File: src/rtl/ecc_pkg.sv
// Shared SECDED codeword layout: Hamming(7,4) at bits [6:0] plus overall even parity at bit 7.
// Used by both the codeword encoder and the receive-side decoder.
package ecc_pkg;

  localparam int CODE_W   = 8;
  localparam int SYN_W    = 3;
  localparam int DATA_W   = 4;

  localparam int P1_BIT   = 0;
  localparam int P2_BIT   = 1;
  localparam int D0_BIT   = 2;
  localparam int P4_BIT   = 3;
  localparam int D1_BIT   = 4;
  localparam int D2_BIT   = 5;
  localparam int D3_BIT   = 6;
  localparam int PALL_BIT = 7;

  function automatic logic [DATA_W-1:0] extract_data(input logic [CODE_W-1:0] code);
    return {code[D3_BIT], code[D2_BIT], code[D1_BIT], code[D0_BIT]};
  endfunction

endpackage

File: src/rtl/secded_decoder_if.sv
// Word-level valid/ready bus between the noisy channel, the SECDED decoder and its consumer.
// The decoder attaches as slave; the source/sink side attaches as master.
interface secded_decoder_if;
  import ecc_pkg::*;

  logic              i_valid;
  logic              o_ready;
  logic [CODE_W-1:0] i_code;
  logic              o_valid;
  logic              i_ready;
  logic [DATA_W-1:0] o_data;
  logic              o_err_single;
  logic              o_err_double;
  logic [SYN_W-1:0]  o_syndrome;

  modport slave (
    input  i_valid, i_code, i_ready,
    output o_ready, o_valid, o_data, o_err_single, o_err_double, o_syndrome
  );

  modport master (
    output i_valid, i_code, i_ready,
    input  o_ready, o_valid, o_data, o_err_single, o_err_double, o_syndrome
  );
endinterface

File: src/rtl/secded_decoder_syndrome.sv
// Combinational syndrome {s4,s2,s1} and overall parity of a received SECDED codeword.
// No state, zero latency.
module secded_syndrome
  import ecc_pkg::*;
(
  input  logic [CODE_W-1:0] code_i,
  output logic [SYN_W-1:0]  syn_o,
  output logic              par_o
);

  logic s1, s2, s4;

  assign s1    = code_i[P1_BIT] ^ code_i[D0_BIT] ^ code_i[D1_BIT] ^ code_i[D3_BIT];
  assign s2    = code_i[P2_BIT] ^ code_i[D0_BIT] ^ code_i[D2_BIT] ^ code_i[D3_BIT];
  assign s4    = code_i[P4_BIT] ^ code_i[D1_BIT] ^ code_i[D2_BIT] ^ code_i[D3_BIT];
  assign syn_o = {s4, s2, s1};
  assign par_o = ^code_i;

endmodule

File: src/rtl/secded_decoder.sv
// SECDED receive decoder: 2-stage valid/ready pipeline (syndrome, then correct/classify), 2-cycle latency.
// A stage advances when the next one is empty or draining; saturating single/double error counters.
module secded_decoder
  import ecc_pkg::*;
#(
  parameter int CNT_W = 16
) (
  input  logic             i_clk,
  input  logic             i_rst_n,
  secded_decoder_if.slave  bus,
  input  logic             i_clr_cnt,
  output logic [CNT_W-1:0] o_cnt_single,
  output logic [CNT_W-1:0] o_cnt_double
);

  logic              s1_valid_q, s1_valid_d;
  logic [CODE_W-1:0] s1_code_q, s1_code_d;
  logic [SYN_W-1:0]  s1_syn_q, s1_syn_d;
  logic              s1_par_q, s1_par_d;

  logic              s2_valid_q, s2_valid_d;
  logic [DATA_W-1:0] s2_data_q, s2_data_d;
  logic              s2_single_q, s2_single_d;
  logic              s2_double_q, s2_double_d;
  logic [SYN_W-1:0]  s2_syn_q, s2_syn_d;

  logic [CNT_W-1:0]  cnt_single_q, cnt_single_d;
  logic [CNT_W-1:0]  cnt_double_q, cnt_double_d;

  logic [SYN_W-1:0]  syn_w;
  logic              par_w;
  logic              s2_adv, s1_adv, out_fire;
  logic [CODE_W-1:0] corr_code;

  secded_syndrome u_syndrome (
    .code_i (bus.i_code),
    .syn_o  (syn_w),
    .par_o  (par_w)
  );

  assign s2_adv   = ~s2_valid_q | bus.i_ready;
  assign s1_adv   = ~s1_valid_q | s2_adv;
  assign out_fire = s2_valid_q & bus.i_ready;

  // A nonzero syndrome with odd parity points at the flipped bit; even parity means two flips.
  always_comb begin
    corr_code = s1_code_q;
    if (s1_par_q && (s1_syn_q != '0)) begin
      corr_code = s1_code_q ^ (CODE_W'(1) << (s1_syn_q - SYN_W'(1)));
    end
  end

  always_comb begin
    s1_valid_d   = s1_valid_q;
    s1_code_d    = s1_code_q;
    s1_syn_d     = s1_syn_q;
    s1_par_d     = s1_par_q;
    s2_valid_d   = s2_valid_q;
    s2_data_d    = s2_data_q;
    s2_single_d  = s2_single_q;
    s2_double_d  = s2_double_q;
    s2_syn_d     = s2_syn_q;
    cnt_single_d = cnt_single_q;
    cnt_double_d = cnt_double_q;

    if (s1_adv) begin
      s1_valid_d = bus.i_valid;
      if (bus.i_valid) begin
        s1_code_d = bus.i_code;
        s1_syn_d  = syn_w;
        s1_par_d  = par_w;
      end
    end

    if (s2_adv) begin
      s2_valid_d = s1_valid_q;
      if (s1_valid_q) begin
        s2_data_d   = extract_data(corr_code);
        s2_single_d = s1_par_q;
        s2_double_d = ~s1_par_q & (s1_syn_q != '0);
        s2_syn_d    = s1_syn_q;
      end
    end

    if (i_clr_cnt) begin
      cnt_single_d = '0;
      cnt_double_d = '0;
    end else if (out_fire) begin
      if (s2_single_q && (cnt_single_q != '1)) cnt_single_d = cnt_single_q + CNT_W'(1);
      if (s2_double_q && (cnt_double_q != '1)) cnt_double_d = cnt_double_q + CNT_W'(1);
    end
  end

  always_ff @(posedge i_clk) begin
    if (!i_rst_n) begin
      s1_valid_q   <= 1'b0;
      s1_code_q    <= '0;
      s1_syn_q     <= '0;
      s1_par_q     <= 1'b0;
      s2_valid_q   <= 1'b0;
      s2_data_q    <= '0;
      s2_single_q  <= 1'b0;
      s2_double_q  <= 1'b0;
      s2_syn_q     <= '0;
      cnt_single_q <= '0;
      cnt_double_q <= '0;
    end else begin
      s1_valid_q   <= s1_valid_d;
      s1_code_q    <= s1_code_d;
      s1_syn_q     <= s1_syn_d;
      s1_par_q     <= s1_par_d;
      s2_valid_q   <= s2_valid_d;
      s2_data_q    <= s2_data_d;
      s2_single_q  <= s2_single_d;
      s2_double_q  <= s2_double_d;
      s2_syn_q     <= s2_syn_d;
      cnt_single_q <= cnt_single_d;
      cnt_double_q <= cnt_double_d;
    end
  end

  assign bus.o_ready      = s1_adv;
  assign bus.o_valid      = s2_valid_q;
  assign bus.o_data       = s2_data_q;
  assign bus.o_err_single = s2_single_q;
  assign bus.o_err_double = s2_double_q;
  assign bus.o_syndrome   = s2_syn_q;
  assign o_cnt_single     = cnt_single_q;
  assign o_cnt_double     = cnt_double_q;

endmodule

File: src/flat_wrapper.sv
// flat-port wrapper written by rule: the top's interface ports become plain ports
module secded_decoder_flat import ecc_pkg::*;
#(
  parameter int CNT_W = 16
)
  (i_clk, i_rst_n, i_clr_cnt, o_cnt_single, o_cnt_double, bus_i_valid, bus_i_code, bus_i_ready, bus_o_ready, bus_o_valid, bus_o_data, bus_o_err_single, bus_o_err_double, bus_o_syndrome);
  secded_decoder_if bus_i ();
  input  logic i_clk;
  input  logic i_rst_n;
  input  logic i_clr_cnt;
  output logic [CNT_W-1:0] o_cnt_single;
  output logic [CNT_W-1:0] o_cnt_double;
  input wire logic [$bits(bus_i.i_valid)-1:0] bus_i_valid;
  input wire logic [$bits(bus_i.i_code)-1:0] bus_i_code;
  input wire logic [$bits(bus_i.i_ready)-1:0] bus_i_ready;
  output wire logic [$bits(bus_i.o_ready)-1:0] bus_o_ready;
  output wire logic [$bits(bus_i.o_valid)-1:0] bus_o_valid;
  output wire logic [$bits(bus_i.o_data)-1:0] bus_o_data;
  output wire logic [$bits(bus_i.o_err_single)-1:0] bus_o_err_single;
  output wire logic [$bits(bus_i.o_err_double)-1:0] bus_o_err_double;
  output wire logic [$bits(bus_i.o_syndrome)-1:0] bus_o_syndrome;
  assign bus_i.i_valid = bus_i_valid;
  assign bus_i.i_code = bus_i_code;
  assign bus_i.i_ready = bus_i_ready;
  assign bus_o_ready = bus_i.o_ready;
  assign bus_o_valid = bus_i.o_valid;
  assign bus_o_data = bus_i.o_data;
  assign bus_o_err_single = bus_i.o_err_single;
  assign bus_o_err_double = bus_i.o_err_double;
  assign bus_o_syndrome = bus_i.o_syndrome;
  secded_decoder #(.CNT_W(CNT_W)) u_core (.i_clk(i_clk), .i_rst_n(i_rst_n), .bus(bus_i), .i_clr_cnt(i_clr_cnt), .o_cnt_single(o_cnt_single), .o_cnt_double(o_cnt_double));
endmodule
File: config.mk
export PLATFORM = sky130hd
export DESIGN_NAME = secded_decoder_flat
export DESIGN_NICKNAME = d
export VERILOG_FILES = /design/src/rtl/ecc_pkg.sv /design/src/rtl/secded_decoder_if.sv /design/src/rtl/secded_decoder_syndrome.sv /design/src/rtl/secded_decoder.sv /design/src/flat_wrapper.sv
export SDC_FILE = /design/constraint.sdc
export NUM_CORES = 1
export LEC_CHECK = 0
export ABC_CLOCK_PERIOD_IN_PS = 3800
export BUFFER_PORTS_ARGS = -buffer_cell sky130_fd_sc_hd__buf_2
export CORE_MARGIN = 2
export CORE_UTILIZATION = 58
export CTS_CLUSTER_SIZE = 28
export DETAILED_ROUTE_END_ITERATION = 10
export GPL_ROUTABILITY_DRIVEN = 0
export HOLD_SLACK_MARGIN = 0.02
export PLACE_DENSITY = 0.86
export SLEW_MARGIN = 5
export SYNTH_ARGS = -nofsm -noshare
export SYNTH_HDL_FRONTEND = slang
export SYNTH_SLANG_ARGS = --single-unit
File: constraint.sdc
create_clock -name i_clk -period 3.8 [get_ports i_clk]
set_input_delay 0.38 -clock i_clk [delete_from_list [all_inputs] [get_ports i_clk]]
set_output_delay 0.38 -clock i_clk [all_outputs]
set_load 0.03 [all_outputs]
==> run summary, run 1 <==
Wirelength per Cell: 13.8 um
Max Slew Vio Count: 0
hpwl dp: 3870 um
fmax: 439 MHz
vias in the first global route: 2136
Seq/Total Area, Yosys: 0.401
Die Y: 70.3 um
cts hold-fix bufs: 0
Clk network pwr share: 0.316
DP Area: 2830 um2
NetSw: 239 uW
area of the core: 4290 um2
Die Area: 4940 um2
sw frac: 0.251
port buffer count: 55
root buffer selected by CTS: clkbuf_8
commonest non-fill, non-tap cell in the layout: buf_2
area added between synthesis and finish: 14.3%
Primary FF master, synth: dfxtp_1
critical path, cell by cell: ha_1 > nand3_1 > nor4_2 > nor4_1 > mux2i_1
worst slew pin tran: 1.28 ns
WHS: 0.337 ns
cell area after synthesis: 2550 um2
commonest non-fill, non-tap cells in the layout: 55 x buf_2, 51 x dfxtp_1, 38 x nand2_1
layout cells sized above 1: 0.192
drt initial violations: 149
async set-reset flop share out of synthesis: 0
Unique masters post-synth: 38
first-pass GRT wire length: 9250 um
clk sink count: 51
Avg Inst Size Synth: 8.69 um2
DR pass1 iterations: 4
RSZ-0062 raised after global routing: false
Max rail drop VDD: 0.000248 V
Ys Warns: 0
Tcrit/Tclk final: 0.600
type of the most critical hold path: primary input to flip-flop
setup TNS: 0 ns
largest net degree at the start of global routing: 26
slowest stage cell, crit path: nor4_2
Mapped Nets: 308
Die X: 70.3 um
Max Cap Viol: 0
Final Hold Fails: 0
post-synthesis register bit count: 51
Worst Path Required: 3.98 ns
CP Class: flip-flop to flip-flop
Flop pwr share: 0.591
H-tree Lvls: 2
DR vias/cell: 6.01
Post-synth EDFFs: 0
CTS tree: yes
Resize count post-CTS: 0
Finished Cell Area: 2910 um2
Startpoint Class: flip-flop
Final nets: 357
Arrival @ worst endpoint: 2.46 ns
total global-route track usage: 0.226
global route overflow: 0
CTS clk-pin slew, worst paths: 0.09 ns
max_slew headroom: 0.140
endpoint class of the critical path: flip-flop
CTS Buf Count: 5
Internal Power: 714 uW
clock buffer depth: 2
total I/O pin count: 56
CP peak stage delay: 1.06 ns
Post-CTS Setup Repair Bufs: 0
crit-path max FO: 18
drc violations: 0
status: finished, final reports clean
Cells after Synth: 293
initial antenna violation count: 0
vias: 2373
# setup viols final: 0
fin crit period: 2.28 ns
Static Leak: 1.13 nW
Max Clock Skew: 0.00662 ns
Post-DRT Antenna Nets: 0
Logic pwr share: 0.094
Final Total Pwr: 954 uW
Starting Density: 0.593
Diodes inserted: 0
Final Routed Wirelength: 5460 um
clk_lat worst skew: 0.30 ns
power density over the cells: 328 nW/um2
Rows: 24
stage by stage:
| step | cells | worst slack, ns | util |
|---|---|---|---|
| after floorplan | 293 | 1.75 | - |
| after global placement | 387 | 1.68 | 0.659 |
| after detailed placement | 387 | 1.56 | 0.659 |
| after CTS | 395 | 1.56 | 0.677 |
| after global routing | 395 | 1.30 | 0.677 |
| final | 395 | 1.52 | 0.677 |
path summary, 6_finish.rpt:
path	startpoint	end	slack [ns]	depth (start not counted)
max	u_core.o_cnt_double[1]$_SDFFE_PP0P_	u_core.o_cnt_double[13]$_SDFFE_PP0P_	1.52	5
max reg2reg	u_core.o_cnt_double[1]$_SDFFE_PP0P_	u_core.o_cnt_double[13]$_SDFFE_PP0P_	1.52	5
min	bus_i_valid	u_core.s1_valid_q$_SDFFE_PN0P_	0.34	3
min reg2reg	u_core.bus.o_syndrome[2]$_SDFFE_PN0P_	u_core.bus.o_syndrome[2]$_SDFFE_PN0P_	0.48	2
registers in the layout, summed over array words and instances (netlist names):
name,count
u_core.o_cnt_single,16
u_core.bus.o_syndrome,3
u_core.bus.o_err_single,1
u_core.s1_par_q,1
u_core.s1_syn_q,3
u_core.bus.o_valid,1
u_core.bus.o_data,4
u_core.bus.o_err_double,1
u_core.s1_code_q,4
u_core.o_cnt_double,16
u_core.s1_valid_q,1
critical path, delay by kind of cell (launching register included):
kind,cells,cell delay (ns)
and+or+nand+nor,3,1.38
DFF,1,0.41
muxes,1,0.17
adders and majority gates,1,0.21
layout make-up:
cell class              instances  area, um2
well taps                      52       65.1
fillers                       351       1390
clock inverters                 1       5.00
repair buffers                 55        275
inverters                       4       15.0
clock buffers                   7       76.3
multi-input cells             225       1450
flip-flops and latches         51       1020
cells in the mapped netlist (all sizes together), types with 3 or more instances:
cell type | count | share of area
o31ai | 15 | 0.044
nor2 | 5 | 0.0074
o211a | 6 | 0.024
nand2 | 38 | 0.056
o21a | 3 | 0.0088
or3 | 13 | 0.034
xnor2 | 6 | 0.021
nor3 | 3 | 0.0059
a21boi | 6 | 0.018
nor2b | 7 | 0.017
inv | 4 | 0.0059
and3 | 5 | 0.012
dfxtp | 51 | 0.40
nand2b | 6 | 0.015
xor2 | 9 | 0.031
o21ai | 11 | 0.022
clkbuf | 9 | 0.013
buf | 4 | 0.0098
nand3 | 11 | 0.024
nand4 | 10 | 0.027
or4 | 13 | 0.038
mux2i | 11 | 0.043
and4 | 4 | 0.014
nand4b | 3 | 0.010
a21oi | 25 | 0.049
nor4 | 7 | 0.022
logic make-up after synthesis:
kind of cell,after synthesis,synth area share
mux,11,0.0432
compound gates,68,0.172
buf+inv,17,0.0290
fa+ha+maj,2,0.00983
xor+xnor,15,0.0516
simple gates,129,0.293
flops,51,0.401
per-layer routing:
layer,GRT usage,part of all wire,vias to the layer above
met2,0.383,0.50,53
met4,0.0620,0.0084,0
met3,0.0519,0.051,5
met1,0.287,0.44,1131
li1,-,-,1184
met5,0,0,-
power by group through the flow:
stage               logic, mW  registers [mW]  clock network (mW)
global route           0.0983           0.566               0.327
finish                 0.0893           0.563               0.301
global placement       0.0867           0.575                   0
floorplan              0.0547           0.583                   0
CTS                    0.0902           0.563               0.311
detailed placement     0.0894           0.576                   0
Power figures use the tool's default switching activity.
==> run 2, diff against run 1 <==
Settings changed: ABC_CLOCK_PERIOD_IN_PS 3800 to 1900, CORE_UTILIZATION 58 to 49, PLACE_DENSITY 0.86 to 0.78.
Clock period 3.8 ns to 1.9 ns, I/O delays scaled along.
==> run summary, run 2 (synthesis results as in run 1) <==
status: finished, final reports clean
Post-DRT Antenna Nets: 0 (unchanged)
max_slew headroom: 0.699 (+0.559)
cts hold-fix bufs: 0 (unchanged)
Starting Density: 0.502 (-0.0912)
endpoint class of the critical path: flip-flop
r2r setup slk: 0.14 ns (-1.38 ns)
WHS: 0.169 ns (-0.168 ns)
Die Area: 5790 um2 (+17%)
Flop pwr share: 0.584 (-0.007)
clk_lat worst skew: 0.30 ns (about the same)
Final Total Pwr: 1.93 mW (+100%)
Die X: 76.1 um (+8.3%)
CTS tree: yes
fin crit period: 1.76 ns (-0.522 ns)
largest net degree at the start of global routing: 25 (-3.8%)
worst setup margin: 0.143 ns (-1.38 ns)
Max rail drop VDD: 0.000301 V (+21%)
type of the most critical hold path: primary input to flip-flop
DR vias/cell: 5.59 (-7.0%)
clk sink count: 51 (unchanged)
gr busiest metal: met2
slowest stage cell, crit path: or4_1
clock buffer depth: 2 (unchanged)
vias: 2403 (+1.3%)
total global-route track usage: 0.201 (-0.0244)
dpl ws: 0.0962 ns (-1.47 ns)
Die Y: 76.1 um (+8.3%)
hpwl dp: 4150 um (+7.1%)
area of the core: 5070 um2 (+18%)
H-tree Lvls: 2 (unchanged)
# setup viols final: 0 (unchanged)
Static Leak: 1.21 nW (+7.9%)
area added between synthesis and finish: 20.7%
Final Hold Fails: 0 (unchanged)
RSZ-0062 raised after global routing: false
Rows: 26 (+8.3%)
Max Cap Viol: 0 (unchanged)
power density over the cells: 627 nW/um2 (+91%)
initial antenna violation count: 0 (unchanged)
NetSw: 490 uW (+100%)
Tcrit/Tclk final: 0.925 (+0.325)
CTS clk-pin slew, worst paths: 0.09 ns (about the same)
critical path, cell by cell: ha_1 > nand3_1 > or3_4 > or4_1 > a21oi_1
GR Util met2: 0.341 (-0.0415)
Wirelength per Cell: 13.4 um (-3.3%)
met3 usage: 0.0403 (-0.0117)
met1 Track Usage GR: 0.255 (-0.0316)
port buffer count: 55 (unchanged)
CP peak stage delay: 0.48 ns (-0.58 ns)
Worst Path Required: 2.14 ns (-1.84 ns)
sw frac: 0.255 (+0.00361)
crit-path max FO: 8 (-10)
global route overflow: 0 (unchanged)
drc violations: 0 (unchanged)
vias in the first global route: 2155 (+0.89%)
fmax: 569 MHz (+30%)
Max Slew Vio Count: 0 (unchanged)
layout cells sized above 1: 0.253 (+0.0604)
commonest non-fill, non-tap cell in the layout: buf_2
root buffer selected by CTS: clkbuf_8
total I/O pin count: 56 (unchanged)
commonest non-fill, non-tap cells in the layout: 55 x buf_2, 44 x dfxtp_1, 38 x nand2_1
Final Routed Wirelength: 5750 um (+5.3%)
Max Clock Skew: 0.00882 ns (+0.00220 ns)
CTS Buf Count: 5 (unchanged)
Logic pwr share: 0.096 (+0.002)
Arrival @ worst endpoint: 1.99 ns (-0.47 ns)
Clk network pwr share: 0.319 (+0.003)
first-pass GRT wire length: 9780 um (+5.7%)
Startpoint Class: flip-flop
Final nets: 374 (+4.8%)
Diodes inserted: 0 (unchanged)
CP Class: flip-flop to flip-flop
DR pass1 iterations: 4 (unchanged)
worst slew pin tran: 0.448 ns (-0.832 ns)
Internal Power: 1.44 mW (+100%)
drt initial violations: 166 (+11%)
run 2: final timing paths:
kind,from,endpoint,cells past startpoint
max,u_core.o_cnt_double[0]$_SDFFE_PP0P_,u_core.o_cnt_double[14]$_SDFFE_PP0P_,5
min,bus_i_valid,u_core.s1_valid_q$_SDFFE_PN0P_,3
max reg2reg,u_core.o_cnt_double[0]$_SDFFE_PP0P_,u_core.o_cnt_double[14]$_SDFFE_PP0P_,5
min reg2reg,u_core.bus.o_syndrome[2]$_SDFFE_PN0P_,u_core.bus.o_syndrome[2]$_SDFFE_PN0P_,2
run 2: stage by stage:
stage | instances | setup TNS (ns) | area (um2) | utilization
after global routing | 430 | 0 | 3070 | 0.606
after floorplan | 293 | -0.00806 | 2550 | -
after global placement | 422 | 0 | 2990 | 0.589
after CTS | 430 | 0 | 3070 | 0.605
final | 430 | 0 | 3070 | 0.606
after detailed placement | 422 | 0 | 2990 | 0.589
run 2: repair_timing:
| item | CTS | global route |
|---|---|---|
| setup buffers | 0 | 0 |
| setup endpoints to repair | 0 | 1 |
| resized for setup | 0 | 1 |
| endpoints found under the hold margin | 0 | 0 |
run 2: critical path: cells and delay by family (launching register included):
family	cells	cell delay [ns]
flops	1	0.37
simple gates	3	1.01
fa+ha+maj	1	0.17
compound gates	1	0.15
run 2: final cells by class:
class,instances,area [um2]
Fill cell,484,2000
Multi-Input combinational cell,225,1460
Sequential cell,51,1030
Timing Repair Buffer,72,403
Tap cell,70,87.6
Clock buffer,7,76.3
Inverter,4,15.0
Clock inverter,1,5.00
run 2: metal layers:
metal	vias to the layer above	routed length, um
met1	1124	2570
met4	0	59
met5	-	0
li1	1222	-
met3	5	286
met2	52	2840
run 2: power groups by stage:
stage	Sequential, mW	Combinational, mW	Clock (mW)
finish	1.13	0.185	0.615
global route	1.13	0.205	0.667
CTS	1.12	0.188	0.626
detailed placement	1.15	0.187	0
global placement	1.15	0.182	0
floorplan	1.17	0.109	0
